[src/rtl/maze_pellet_eraser.sv]
// Pellet eraser: probes a pellet's centre pixel through the shared read port and clears the square if a pellet is found.
// Optional score counter is built only when PELLET_SCORE_EN is defined; otherwise score is tied to 0.
module maze_pellet_eraser #(
  parameter int         ADDR_W      = 16,
  parameter int         PELLET_SZ   = 4,
  parameter logic [1:0] PELLET_CODE = 2'b10,
  parameter logic [1:0] CLEAR_CODE  = 2'b00,
  parameter int         SCORE_W     = 16
) (
  input  logic               Clk,
  input  logic               Reset,
  input  logic               req,
  input  logic [7:0]         req_x,
  input  logic [7:0]         req_y,
  output logic               busy,
  output logic               rd_req,
  input  logic               rd_gnt,
  output logic [ADDR_W-1:0]  read_address,
  input  logic [1:0]         data_Out,
  output logic [ADDR_W-1:0]  write_address,
  output logic [1:0]         data_In,
  output logic               we,
  output logic               done,
  output logic               ate,
  output logic [SCORE_W-1:0] score
);

  localparam int              LOG_SZ   = $clog2(PELLET_SZ);
  localparam int              IDX_W    = 2 * LOG_SZ;
  localparam logic [7:0]      HALF     = 8'(PELLET_SZ / 2);
  localparam logic [IDX_W-1:0] LAST_IDX = IDX_W'(PELLET_SZ * PELLET_SZ - 1);

  typedef enum logic [2:0] {IDLE, PROBE, WAIT, CLEAR, DONE} state_t;

  state_t           state;
  logic [7:0]       x;
  logic [7:0]       y;
  logic [IDX_W-1:0] idx;
  logic [IDX_W-1:0] idx_nx;
  logic [7:0]       row_nx;
  logic [7:0]       col_nx;

  function automatic logic [ADDR_W-1:0] pix_addr(input logic [7:0] py, input logic [7:0] px);
    return ADDR_W'({py, px});
  endfunction

  // Row-major walk: upper index bits select the row, lower bits the column.
  always_comb begin
    idx_nx = idx + 1'b1;
    row_nx = 8'(idx_nx[IDX_W-1:LOG_SZ]);
    col_nx = 8'(idx_nx[LOG_SZ-1:0]);
  end

  assign data_In = CLEAR_CODE;

  // NOTE: all state here uses non-blocking assignments so every register samples pre-edge values.
  always_ff @(posedge Clk or posedge Reset) begin
    if (Reset) begin
      state         <= IDLE;
      x             <= '0;
      y             <= '0;
      idx           <= '0;
      busy          <= 1'b0;
      rd_req        <= 1'b0;
      read_address  <= '0;
      write_address <= '0;
      we            <= 1'b0;
      done          <= 1'b0;
      ate           <= 1'b0;
    end else begin
      case (state)
        IDLE: begin
          if (req) begin
            x            <= req_x;
            y            <= req_y;
            busy         <= 1'b1;
            rd_req       <= 1'b1;
            read_address <= pix_addr(req_y + HALF, req_x + HALF);
            state        <= PROBE;
          end
        end
        PROBE: begin
          if (rd_gnt) begin
            rd_req <= 1'b0;
            state  <= WAIT;
          end
        end
        WAIT: begin
          if (data_Out == PELLET_CODE) begin
            idx           <= '0;
            we            <= 1'b1;
            write_address <= pix_addr(y, x);
            state         <= CLEAR;
          end else begin
            done  <= 1'b1;
            ate   <= 1'b0;
            state <= DONE;
          end
        end
        CLEAR: begin
          if (idx == LAST_IDX) begin
            we    <= 1'b0;
            done  <= 1'b1;
            ate   <= 1'b1;
            state <= DONE;
          end else begin
            idx           <= idx_nx;
            write_address <= pix_addr(y + row_nx, x + col_nx);
          end
        end
        DONE: begin
          done  <= 1'b0;
          ate   <= 1'b0;
          busy  <= 1'b0;
          state <= IDLE;
        end
        default: state <= IDLE;
      endcase
    end
  end

`ifdef PELLET_SCORE_EN
  // Counts on the edge that enters DONE with ate=1, so score is current while done is high.
  always_ff @(posedge Clk or posedge Reset) begin
    if (Reset) begin
      score <= '0;
    end else if (state == CLEAR && idx == LAST_IDX && score != '1) begin
      score <= score + 1'b1;
    end
  end
`else
  assign score = '0;
`endif

endmodule

[config.mk]
export PLATFORM = sky130hd
export DESIGN_NAME = maze_pellet_eraser
export DESIGN_NICKNAME = d
export VERILOG_FILES = /design/src/rtl/maze_pellet_eraser.sv
export SDC_FILE = /design/constraint.sdc
export NUM_CORES = 1
export LEC_CHECK = 0
export BUFFER_PORTS_ARGS = -buffer_cell sky130_fd_sc_hd__buf_2
export CAP_MARGIN = 5
export CORE_UTILIZATION = 53
export DETAILED_ROUTE_END_ITERATION = 8
export PLACE_DENSITY_LB_ADDON = 0.3
export REMOVE_ABC_BUFFERS = 1
export SLEW_MARGIN = 30
export SYNTH_ARGS = -nofsm -noshare
export SYNTH_HDL_FRONTEND = slang
export SYNTH_SLANG_ARGS = --single-unit
[constraint.sdc]
create_clock -name Clk -period 2.24 [get_ports Clk]
set_input_delay 0.112 -clock Clk [delete_from_list [all_inputs] [get_ports Clk]]
set_output_delay 0.112 -clock Clk [all_outputs]
set_load 0.01 [all_outputs]
After elaboration in Yosys (flattened, before gate mapping)
Index checks and enable logic that the tools add are counted.
Widths: inputs -> output; s select.
{"block": "op_classes", "addsub": 5, "n_eq_ne": 12, "mux": 23, "reduce_logical": 12}
{"operator": "$mux 16", "n": 2}
{"operator": "$pmux 16 s2", "n": 1}
{"operator": "$add 8x2->8", "n": 2}
{"operator": "$add 8x2->8 const B", "n": 2}
{"operator": "$reduce_and 3->1", "n": 5}
{"operator": "$mux 3", "n": 4}
{"operator": "$ne 2x2->1 const B", "n": 6}
{"operator": "$pmux 3 s4", "n": 1}
{"operator": "$mux 4", "n": 2}
{"operator": "$pmux 4 s2", "n": 1}
{"operator": "$mux 1", "n": 7}
{"operator": "$eq 3x2->1 const B", "n": 2}
{"operator": "$pmux 1 s2", "n": 3}
{"operator": "$pmux 1 s3", "n": 2}
{"operator": "$reduce_bool 2->1", "n": 3}
{"operator": "$add 4x1->4 const B", "n": 1}
{"operator": "$eq 4x4->1 const B", "n": 1}
{"operator": "$reduce_and 2->1", "n": 2}
{"operator": "$eq 3x1->1 const B", "n": 1}
{"operator": "$eq 3x3->1 const B", "n": 1}
{"operator": "$logic_not 3->1", "n": 1}
{"operator": "$reduce_bool 3->1", "n": 1}
{"operator": "$eq 2x2->1 const B", "n": 1}
{"block": "word_totals", "ff_bits": 60, "input_bits": 22, "output_inout_bits": 55, "wordCells": 63}

Logic depth before layout (Yosys ltp)
Gate-level depths: netlist (run 1).
{"block": "depth", "word_depth": 4, "ltp_mapped": 8, "depth_no_buf": 8}

Worst setup path after synthesis (run 1)
OpenSTA, ideal clock, no wires.
{"block": "synth_timing", "path_type": "reg-to-reg", "startpoint": "register idx[0]", "endpoint": "register write_address[14]", "setup_ns": 0.123, "arrival_time_ns": 1.758, "t_required_ns": 2.117, "path_slack_ns": 0.359, "path_stages_with_launch": 9, "path_buffers": 0, "synth_period_minus_slack_ns": 1.881, "cell_sequence": "dfrtp_1 -> ha_1 -> xor2_1 -> ha_1 -> fa_1 -> nand4b_1 -> nor3_1 -> xnor2_1 -> a21oi_2"}
{"block": "synth_between", "elab_chain_cells": 4, "elab_cells_between_ends": 7, "cone_classes": "2 x add/sub; 2 x eq/ne; 2 x mux; 1 x reduce/logical"}
{"element": "start: declaration", "line": "38", "source": "logic [IDX_W-1:0] idx;"}
{"element": "start signal: assignment", "line": "107", "source": "idx <= idx_nx;"}
{"element": "$add 4x1->4", "line": "49", "source": "idx_nx = idx + 1'b1;"}
{"element": "$add 8x2->8", "line": "108", "source": "write_address <= pix_addr(y + row_nx, x + col_nx);"}
{"element": "$mux 16", "line": "101", "source": "if (idx == LAST_IDX) begin"}
{"element": "$pmux 16 s2", "line": "71", "source": "case (state)"}
{"element": "end signal: assignment", "line": "92", "source": "write_address <= pix_addr(y, x);"}
{"element": "end signal: assignment", "line": "108"}
{"element": "end: declaration", "line": "20", "source": "output logic [ADDR_W-1:0] write_address,"}
Several ways; a longest one is shown, not always the timed one. The select of a mux whose other input is x is not followed.
A chain may end at the register's enable or synchronous reset.

Worst setup path in the final report (run 1)
Ends and elaborated chain as after synthesis.

==> results.md, run 1 <==
- Clk root buf: clkbuf_8
- Tmin final: approximately 2100 ps
- Most common cell in the netlist: nand2_1
- Startpoint type of the worst setup path: flip-flop
- Commonest cells post-synth: 82 x nand2_1, 58 x dfrtp_1, 24 x nor2_1, 22 x buf_4, 21 x o21ai_0
- Post-Syn Area: approximately 3100 sq um
- Clock power share: roughly 18%
- HPWL Detailed: about 4.3 mm
- Largest area contributor in the netlist: dfrtp_1
- Grt ovf: 0
- Post-route insts no fill: 470
- Layout Nets: approximately 430
- GRT Total Usage: 21.9%
- Buf+Inv Stages, Crit Path: 0
- Num CTS Buffers: 9
- Final worst slack: around 170 ps
- Min-delay worst type: in2reg
- DP Area: about 3400 sq um
- DRC Markers: 0
- Core Area: 5570 sq um
- First-pass GRT wire length: between 10 and 15 mm
- IO Port Bufs: 58
- Synth Flop Type: dfrtp_1
- CTS tree: built
- Cell Pwr Density: roughly 1400 nW/um^2
- Initial antenna violation count: 0
- Worst VDD drop: between 700 and 800 uV
- Mapped Cells: around 330
- Clk sinks: 58
- CP Launch Point: idx[0]
- Critical path required time: about 2500 ps
- Antenna diodes: 0
- CP Data Arrival Time: about 2300 ps
- Sequential-to-total area share from yosys stat: approximately 47%
- Setup violators final: 0
- R2R Path Start: idx[0]
- Slew @ Worst Pin: roughly 600 ps
- Final non-filler cell area: around 3600 sq um
- Max_slew headroom: 60.3%
- Pre-CTS setup slack: 206 ps
- Status: finished, final reports clean
- Setup TNS: 0 ps
- Final period utilization: between 90% and 100%
- Critical Path End Type: flip-flop
- H-tree levels: 3
- CP Max Fanout: 4
- Initial core utilization: between 50% and 60%
- Leak: 1.74 nW
- Later-pin clock latency in the skew report: 340 ps
- Final hold vios: 0
- Chip width: about 78 um
- Top-area cell type share of the netlist area: a little under half
- FF+latch count, synth: 58
- FF-to-FF setup slack: around 170 ps
- RSZ-0062 raised after global routing: no
- Synth top area cells: dfrtp_1 47%, nand2_1 9.9%, buf_4 5.3%, xnor2_1 4.2%, o21ai_0 3.4%
- DIE AREA: 6160 sq um
- CTS Buffer Depth: 2
- CP max stage cell: dfrtp_1
- Internal Power: 2.98 mW
- NetSw: between 2 and 2.5 mW
- Crit Reg-Reg Endpoint: write_address[14]
- Share of layout cells above drive strength 1: 25.6%
- Area grow syn2layout: 16.4%
- CTS clk-pin slew, worst paths: ~60 ps
- CP top delay family: adder cells
- Routed WL: 6.06 mm
- Via/cell ratio: around 5.1
- Part of the power in combinational logic: a little over two fifths
- Delay of the slowest cell on the worst path: roughly 400 ps
- Row Count: 27
- Yosys Warn Count: 0
- Crit path kind: reg2reg
- Pin count of the biggest net entering global routing: 42
- Async S/R FF share, synth: 100%
- Drt initial violations: between 100 and 150
- Switching portion of total power: between 40% and 50%
- I/O pin count: 77
- Initial DRT Pass Iterations: 4
- Pins Over Slew Limit: 0
- Vias in the first global route: approximately 2,300
- R2R depth: 8
- Total Power: about 5.0 mW
- Number of synthesized flops with an enable pin: 0
- CP cell instances: ha_1, xor2_1, ha_1, fa_1, nand4b_1, nor3_2, xnor2_1, a21oi_2
- Dpl cells: 450
- Crit path to: write_address[14]
- Die H: 78.5 um
- Synth unique cells: 39
- Routed length per instance: 12.9 um
- Max Cap Viol: 0
- Fillers: 480
- Hold path start: req_y[6]
- Cell mode on critical path: ha_1
- Gpl congestion: between 0.7 and 0.8
- Worst Clk Skew: approximately 5.8 ps
- ANT nets after route: 0
- Fmax: just under 500 MHz
- Setup bufs post-CTS: 0
- Average size of a mapped cell: around 9.4 sq um
- Fraction of power consumed by sequential logic: ~40%
- Vias after detailed routing: approximately 2,400
- Critical path depth: 8
layout make-up:
class,count,area (sq um),share of cell area [%]
well taps,72,90.1,2.50
clock inverters,3,40.0,1.11
flip-flops and latches,58,1450,40.3
multi-input cells,245,1430,39.7
repair buffers,71,413,11.5
inverters,9,33.8,0.937
clock buffers,12,145,4.03
state kept, by name, summed over array words and instances (netlist names):
name / count
read_address: 16
write_address: 16
x: 7
y: 7
idx: 4
state: 3
ate: 1
busy: 1
done: 1
rd_req: 1
we: 1
power groups by stage:
stage | combinational, mW | clock [mW] | sequential (mW)
final | 2.11 | 0.923 | 1.99
after global routing | 2.36 | 0.991 | 2.06
after CTS | 2.13 | 0.943 | 1.99
after detailed placement | 2.11 | 0 | 2.00
after global placement | 2.02 | 0 | 1.98
after floorplan | 1.23 | 0 | 2.09
metrics by stage:
| step | utilization, % | hold WS, ps |
|---|---|---|
| after CTS | 64.6 | 1.13 |
| after global routing | 64.7 | 23.6 |
| final | 64.7 | 11.4 |
| after global placement | 60.4 | 214 |
| after floorplan | - | 217 |
| after detailed placement | 60.4 | 212 |
cells in the final DEF (no fill, tap or decap), types with 2 or more instances in the layout:
master / instances
buf_4: 7
clkinv_2: 2
nand4b_4: 2
conb_1: 18
nor4_2: 2
xnor2_1: 15
nand2b_1: 2
and3_1: 4
clkbuf_1: 2
nand3_1: 12
nor2_1: 24
a21oi_1: 10
o21ai_1: 2
nor3_1: 2
a21oi_2: 12
buf_2: 58
xor2_1: 9
nand2_1: 82
clkbuf_8: 10
dfrtp_1: 58
fa_1: 2
a31oi_1: 3
ha_1: 7
o21ai_0: 21
inv_1: 8
dlygate4sd3_1: 5
cells by family after synthesis:
| logic type | synth area share, % |
|---|---|
| AO/OA/AOI/OAI | 11.3 |
| adder cells (fa/ha/maj) | 4.12 |
| flip-flops | 46.8 |
| multiplexers | 0.363 |
| AND/OR/NAND/NOR | 21.3 |
| XOR/XNOR | 6.79 |
| buffers and inverters | 9.17 |
| other | 0.121 |
per-layer routing:
| metal | GRT usage, % | routed length [um] | vias up |
|---|---|---|---|
| met3 | 6.74 | 337 | 6 |
| met5 | 0 | 0 | - |
| met2 | 35.8 | 2880 | 63 |
| met1 | 27.7 | 2770 | 1136 |
| li1 | - | - | 1173 |
| met4 | 7.04 | 74 | 0 |
worst min-delay path: cells and delay by family:
family        cells  cell delay, ps
buf+inv           1             100
simple gates      2             100
how the worst min path moves through the flow:
stage                             to  slack [ps]  depth (start not counted)
floorplan            read_address[0]         220                          2
global placement    read_address[11]         210                          2
detailed placement  read_address[10]         210                          2
CTS                             y[6]           1                          3
global route                    y[2]          20                          3
finish                          y[6]          10                          3
what timing repair did:
| action | 4_1_cts | 5_1_grt |
|---|---|---|
| resized for setup | 0 | 1 |
| endpoints found under the setup margin | 0 | 1 |
| hold buffers | 5 | 0 |
| endpoints found under the hold margin | 30 | 0 |
Note: power is estimated with default switching activity, not from simulation.
==> inputs of run 2 (changes only) <==
--- a/config.mk
+++ b/config.mk
@@ -7,7 +7,10 @@
 export LEC_CHECK = 0
 export BUFFER_PORTS_ARGS = -buffer_cell sky130_fd_sc_hd__buf_2
 export CAP_MARGIN = 5
-export CORE_UTILIZATION = 53
+export CELL_PAD_IN_SITES_DETAIL_PLACEMENT = 2
+export CELL_PAD_IN_SITES_GLOBAL_PLACEMENT = 2
+export CORE_UTILIZATION = 32
+export CTS_CLUSTER_SIZE = 10
 export DETAILED_ROUTE_END_ITERATION = 8
 export PLACE_DENSITY_LB_ADDON = 0.3
 export REMOVE_ABC_BUFFERS = 1
==> run 2 against run 1 <==
Clock power rose by 8.1%. Flip-flop and latch count did not move. Sequential share of layout area fell by 0.83 points. Worst setup slack improved by 26 ps. Register-to-register slack improved by 30 ps. Via count rose by 2.1%. Wire length rose by 28%. Maximum frequency rose by 1.3%. Clock skew rose by 5.4 ps. Die area rose by 64%. Combinational power rose by 4%.
==> results.md, run 2 (synthesis gave the netlist of run 1 again) <==
- Status: finished, final reports clean (unchanged)
- Vias after detailed routing: 2,428 (was 2,378)
- Critical Path End Type: flip-flop (unchanged)
- Cell mode on critical path: ha_1 (unchanged)
- Critical path depth: 8 (unchanged)
- Final period utilization: 91.3% (was 92.5%)
- Later-pin clock latency in the skew report: 330 ps (was 340 ps)
- Commonest cells after routing, fill and taps aside: 82 x nand2_1, 58 x dfrtp_1, 58 x buf_2, 24 x nor2_1, 21 x o21ai_0 (unchanged)
- FF-to-FF setup slack: 200 ps (was 170 ps)
- Leak: 1.75 nW (was 1.74 nW)
- Pins Over Slew Limit: 0 (unchanged)
- Core Area: 9330 sq um (was 5570 sq um)
- Via/cell ratio: 4.60 (was 5.06)
- Delay of the slowest cell on the worst path: 410 ps (was 400 ps)
- DRC Markers: 0 (unchanged)
- Num CTS Buffers: 9 (unchanged)
- Min-delay worst type: in2reg (unchanged)
- CTS Buffer Depth: 2 (unchanged)
- Tmin final: 2040 ps (was 2070 ps)
- Buf+Inv Stages, Crit Path: 0 (unchanged)
- Cell Pwr Density: 1410 nW/um^2 (was 1390 nW/um^2)
- Clock power share: 19.2% (was 18.4%)
- Fraction of power consumed by sequential logic: 38.6% (was 39.6%)
- Critical path required time: 2460 ps (about the same)
- Clk sinks: 58 (unchanged)
- Area grow syn2layout: 18.8% (was 16.4%)
- CTS clk-pin slew, worst paths: 70 ps (was 60 ps)
- Switching portion of total power: 41.6% (was 40.7%)
- CP cell instances: ha_1, xor2_1, ha_1, fa_1, nand4b_1, nor3_1, xnor2_1, a21oi_2 (was ha_1, xor2_1, ha_1, fa_1, nand4b_1, nor3_2, xnor2_1, a21oi_2)
- Area of the multi-input gates: 1430 sq um (about the same)
- Clk root buf: clkbuf_8 (unchanged)
- Worst Clk Skew: 11.2 ps (was 5.82 ps)
- Die H: 100 um (was 78.5 um)
- H-tree levels: 3 (unchanged)
- GRT Total Usage: 17.0% (was 21.9%)
- Layout Nets: 425 (unchanged)
- Final hold vios: 0 (unchanged)
- Setup bufs post-CTS: 0 (unchanged)
- CP Data Arrival Time: 2270 ps (was 2290 ps)
- Hold path depth: 3 (unchanged)
- Largest regs: read_address: 16 flops, write_address: 16 flops (unchanged)
- Crit path kind: reg2reg (unchanged)
- IO Port Bufs: 58 (unchanged)
- Fillers: 1,059 (was 480)
- RSZ-0062 raised after global routing: no (unchanged)
- Total Power: 5.19 mW (was 5.02 mW)
- Slew @ Worst Pin: 520 ps (was 595 ps)
- Drt initial violations: 35 (was 109)
- Initial core utilization: 33.2% (was 55.6%)
- CP top delay family: adder cells (unchanged)
- Pin count of the biggest net entering global routing: 41 (was 42)
- DIE AREA: 10,100 sq um (was 6160 sq um)
- NetSw: 2.16 mW (was 2.04 mW)
- Initial antenna violation count: 0 (unchanged)
- Startpoint type of the worst setup path: flip-flop (unchanged)
- Setup TNS: 0 ps (unchanged)
- Gpl congestion: 0.778 (was 0.761)
- Share of layout cells above drive strength 1: 25.6% (about the same)
- I/O pin count: 77 (unchanged)
- Hold_ws: 22.0 ps (was 11.4 ps)
- Setup violators final: 0 (unchanged)
- Routed length per instance: 14.7 um (was 12.9 um)
- R2R depth: 8 (unchanged)
- ANT nets after route: 0 (unchanged)
- Row Count: 35 (was 27)
- Part of the power in combinational logic: 42.1% (was 42.0%)
- Vias in the first global route: 2,668 (was 2,285)
- HPWL Detailed: 5.67 mm (was 4.27 mm)
- CTS tree: built (unchanged)
- Antenna diodes: 0 (unchanged)
- Grt ovf: 0 (unchanged)
- Register area: 1450 sq um (unchanged)
- Internal Power: 3.03 mW (was 2.98 mW)
- Most common cell after layout, fill and taps aside: nand2_1 (unchanged)
- CP Max Fanout: 4 (unchanged)
- Max Cap Viol: 0 (unchanged)
- Max_slew headroom: 65.3% (was 60.3%)
- Chip width: 100 um (was 78.5 um)
- First-pass GRT wire length: 13.4 mm (was 10.3 mm)
- Initial DRT Pass Iterations: 4 (unchanged)
- Routed WL: 7.77 mm (was 6.06 mm)
- CP max stage cell: dfrtp_1 (unchanged)
- Fmax: 489 MHz (was 483 MHz)
- Worst VDD drop: 416 uV (was 707 uV)
## run 2: changes by cell type in the layout (fill, tap and decap cells not counted), sizes merged
cell,change
clkinv,-1
buf,+1
dlygate4sd3,-1
clkbuf,+2
## run 2: cell type report
| type | instances | share of cell area, % |
|---|---|---|
| sequential | 58 | 39.4 |
| multi-input combinational | 245 | 38.7 |
| timing repair buffer | 71 | 11.1 |
| clock buffer | 14 | 4.42 |
| tap | 129 | 4.38 |
| clock inverter | 2 | 0.952 |
| inverter | 9 | 0.918 |
## run 2: path summary, 6_finish.rpt
check / start / endpoint
max: idx[0] / write_address[14]
min: req_y[6] / y[6]
max reg2reg: idx[0] / write_address[14]
min reg2reg: read_address[1] / read_address[1]
max in group asynchronous: Reset / state[2]
min in group asynchronous: Reset / idx[2]
## run 2: repair_timing
| action | 4_1_cts | 5_1_grt |
|---|---|---|
| hold buffers | 4 | 0 |
| hold endpoints to repair | 20 | 0 |
| resized for setup | 0 | 0 |
## run 2: worst min-delay path, delay by kind of cell
family	cells	cell delay, ps
buffers and inverters	1	100
AND/OR/NAND/NOR	2	100
## run 2: metrics by stage
stage / utilization, % / cell area [sq um] / setup WS [ps] / std cells
after detailed placement: 36.9 / 3440 / 191 / 508
after global placement: 36.9 / 3440 / 266 / 508
final: 39.5 / 3680 / 195 / 528
after floorplan: - / 2910 / 263 / 312
after CTS: 39.5 / 3680 / 181 / 528
after global routing: 39.5 / 3680 / 63.9 / 528
## run 2: power groups by stage
stage | registers (mW) | clock network (mW) | logic (mW)
floorplan | 2.09 | 0 | 1.23
global placement | 2.01 | 0 | 2.10
detailed placement | 2.03 | 0 | 2.21
CTS | 2.02 | 1.03 | 2.24
global route | 2.09 | 1.07 | 2.49
finish | 2.01 | 0.998 | 2.19
## run 2: metal layers
metal  GRT usage, %  part of all wire, %
met3           2.72                  3.3
met2           27.8                   48
met5              0                    0
met1           22.4                   47
met4           7.36                  1.7
==> inputs of run 3 (changes only) <==
--- a/config.mk
+++ b/config.mk
@@ -12,7 +12,7 @@
 export CORE_UTILIZATION = 32
 export CTS_CLUSTER_SIZE = 10
 export DETAILED_ROUTE_END_ITERATION = 8
-export PLACE_DENSITY_LB_ADDON = 0.3
+export PLACE_DENSITY = 0.83
 export REMOVE_ABC_BUFFERS = 1
 export SLEW_MARGIN = 30
 export SYNTH_ARGS = -nofsm -noshare
==> run 3 against run 2 <==
First-iteration DRC count increased by 43%. Maximum frequency up 0.57%. Critical path depth unchanged. Worst setup slack improved by 12 ps. Highest routed layer unchanged. Critical path type unchanged. Total power shrank 2.8%. Sequential share of layout area grew 0.34 points. Critical endpoint unchanged.
==> results.md, run 3 (synthesis gave the netlist of run 1 again) <==
- CTS clk-pin slew, worst paths: 70 ps (about the same)
- Chip width: 100 um (unchanged)
- Hold path start: req_y[6] (unchanged)
- CP Data Arrival Time: 2250 ps (was 2270 ps)
- Met1 usage: 22.2% (was 22.4%)
- Hold endpoint: y[6] (unchanged)
- Area grow syn2layout: 17.8% (was 18.8%)
- Crit path kind: reg2reg (unchanged)
- IO Port Bufs: 58 (unchanged)
- CP max stage cell: dfrtp_1 (unchanged)
- DRC Markers: 0 (unchanged)
- Crit Reg-Reg Endpoint: write_address[14] (unchanged)
- Clk root buf: clkbuf_8 (unchanged)
- First-pass GRT wire length: 13.6 mm (was 13.4 mm)
- Slew @ Worst Pin: 612 ps (was 520 ps)
- Most common cell after layout, fill and taps aside: nand2_1 (unchanged)
- Vias after detailed routing: 2,504 (was 2,428)
- Via/cell ratio: 4.74 (was 4.60)
- Pins Over Slew Limit: 0 (unchanged)
- GRT Total Usage: 17.7% (was 17.0%)
- Min-delay worst type: in2reg (unchanged)
- Initial DRT Pass Iterations: 4 (unchanged)
- Status: finished, final reports clean (unchanged)
- Worst VDD drop: 425 uV (was 416 uV)
- Delay of the slowest cell on the worst path: 400 ps (was 410 ps)
- DP Area: 3440 sq um (about the same)
- Tmin final: 2030 ps (was 2040 ps)
- Clk sinks: 58 (unchanged)
- R2R depth: 8 (unchanged)
- CP cell instances: ha_1, xor2_1, ha_1, fa_1, nand4b_1, nor3_1, xnor2_1, a21oi_2 (unchanged)
- Final period utilization: 90.8% (was 91.3%)
- R2R Path Start: idx[0] (unchanged)
- CP Max Fanout: 4 (unchanged)
- I/O pin count: 77 (unchanged)
- Critical path required time: 2460 ps (about the same)
- DIE AREA: 10,100 sq um (unchanged)
- Later-pin clock latency in the skew report: 330 ps (about the same)
- Cell Pwr Density: 1380 nW/um^2 (was 1410 nW/um^2)
- Routed length per instance: 15.3 um (was 14.7 um)
- FF-to-FF setup slack: 210 ps (was 200 ps)
- Die H: 100 um (unchanged)
- Startpoint type of the worst setup path: flip-flop (unchanged)
- ANT nets after route: 0 (unchanged)
- Setup violators final: 0 (unchanged)
- Gpl congestion: 0.781 (was 0.778)
- Num CTS Buffers: 9 (unchanged)
- Total Power: 5.05 mW (was 5.19 mW)
- Antenna diodes: 0 (unchanged)
- Max_slew headroom: 59.2% (was 65.3%)
- Setup bufs post-CTS: 0 (unchanged)
- Share of layout cells above drive strength 1: 25.3% (was 25.6%)
- Commonest cells after routing, fill and taps aside: 82 x nand2_1, 58 x dfrtp_1, 58 x buf_2, 24 x nor2_1, 21 x o21ai_0 (unchanged)
- Row Count: 35 (unchanged)
- HPWL Detailed: 5.69 mm (was 5.67 mm)
- Drt initial violations: 50 (was 35)
- Cell mode on critical path: ha_1 (unchanged)
- Worst Clk Skew: 7.12 ps (was 11.2 ps)
- Final hold vios: 0 (unchanged)
- Hold path depth: 3 (unchanged)
- H-tree levels: 3 (unchanged)
- Initial core utilization: 33.2% (unchanged)
- Grt ovf: 0 (unchanged)
- CTS Buffer Depth: 2 (unchanged)
- Pin count of the biggest net entering global routing: 42 (was 41)
- Initial antenna violation count: 0 (unchanged)
- Routed WL: 8.10 mm (was 7.77 mm)
- Fmax: 492 MHz (was 489 MHz)
- RSZ-0062 raised after global routing: no (unchanged)
- Vias in the first global route: 2,717 (was 2,668)
- Layout Nets: 425 (unchanged)
- Final non-filler cell area: 3650 sq um (was 3680 sq um)
- Max Cap Viol: 0 (unchanged)
- Critical Path End Type: flip-flop (unchanged)
- CTS tree: built (unchanged)
- Leak: 1.73 nW (was 1.75 nW)
- Largest regs: read_address: 16 flops, write_address: 16 flops (unchanged)
- Setup TNS: 0 ps (unchanged)
- GRT met3 Usage: 2.86% (was 2.72%)
- Met2 Track Usage GR: 30.2% (was 27.8%)
- Grt peak-use layer: met2 (unchanged)
- Core Area: 9330 sq um (unchanged)
==> run 3: cell types whose count changed in the layout (fill, tap and decap cells not counted), sizes merged <==
cell	before	now
bufinv	1	0
buf	67	66
clkbuf	14	13
clkinv	1	3
dlygate4sd3	4	5
==> run 3: cell type report <==
type / count / area [sq um]
fillers: 1084 / 5680
flip-flops and latches: 58 / 1450
multi-input cells: 245 / 1430
repair buffers: 71 / 413
well taps: 129 / 161
clock buffers: 13 / 149
inverters: 9 / 33.8
clock inverters: 3 / 15.0
==> run 3: layer usage <==
layer | part of all wire [%] | wire, um | vias to the layer above
met5 | 0 | 0 | -
met4 | 1.4 | 114 | 0
met3 | 3.4 | 273 | 10
met2 | 50 | 4020 | 54
met1 | 46 | 3690 | 1264
li1 | - | - | 1176
==> run 3: stage by stage <==
stage | instances | hold WS, ps | utilization [%] | setup slack [ps]
2_1_floorplan | 312 | 217 | - | 263
4_1_cts | 528 | 3.82 | 39.1 | 205
6_report | 528 | 21.1 | 39.1 | 207
3_5_place_dp | 507 | 236 | 36.8 | 211
5_1_grt | 528 | 15.2 | 39.1 | 34.5
3_3_place_gp | 507 | 229 | 36.8 | 274
==> run 3: power by group <==
group / switching (mW) / internal (mW) / total [mW]
clock: 0.411 / 0.427 / 0.838
sequential: 0.469 / 1.55 / 2.02
combinational: 1.30 / 0.891 / 2.19
total: 2.18 / 2.87 / 5.05
==> run 3: timing repair <==
| action | 4_1_cts | 5_1_grt |
|---|---|---|
| hold endpoints to repair | 30 | 0 |
| endpoints found under the setup margin | 0 | 0 |
| resized for setup | 0 | 0 |
| hold buffers | 5 | 0 |
==> run 3: critical path, delay by kind of cell (launching register included) <==
family	cells	cell delay, ps
AOI/OAI and AO/OA	1	80
xor gates and xnor gates	2	350
adders and majority gates	3	870
DFF	1	400
and+or+nand+nor	2	230
==> run 3: worst max path at each step <==
stage                        start  slack (ps)                end
after floorplan           state[0]         260   write_address[1]
after global placement      idx[0]         270  write_address[14]
after detailed placement    idx[0]         210  write_address[14]
after CTS                   idx[0]         200  write_address[14]
after global routing        idx[2]          30  write_address[15]
final                       idx[0]         210  write_address[14]
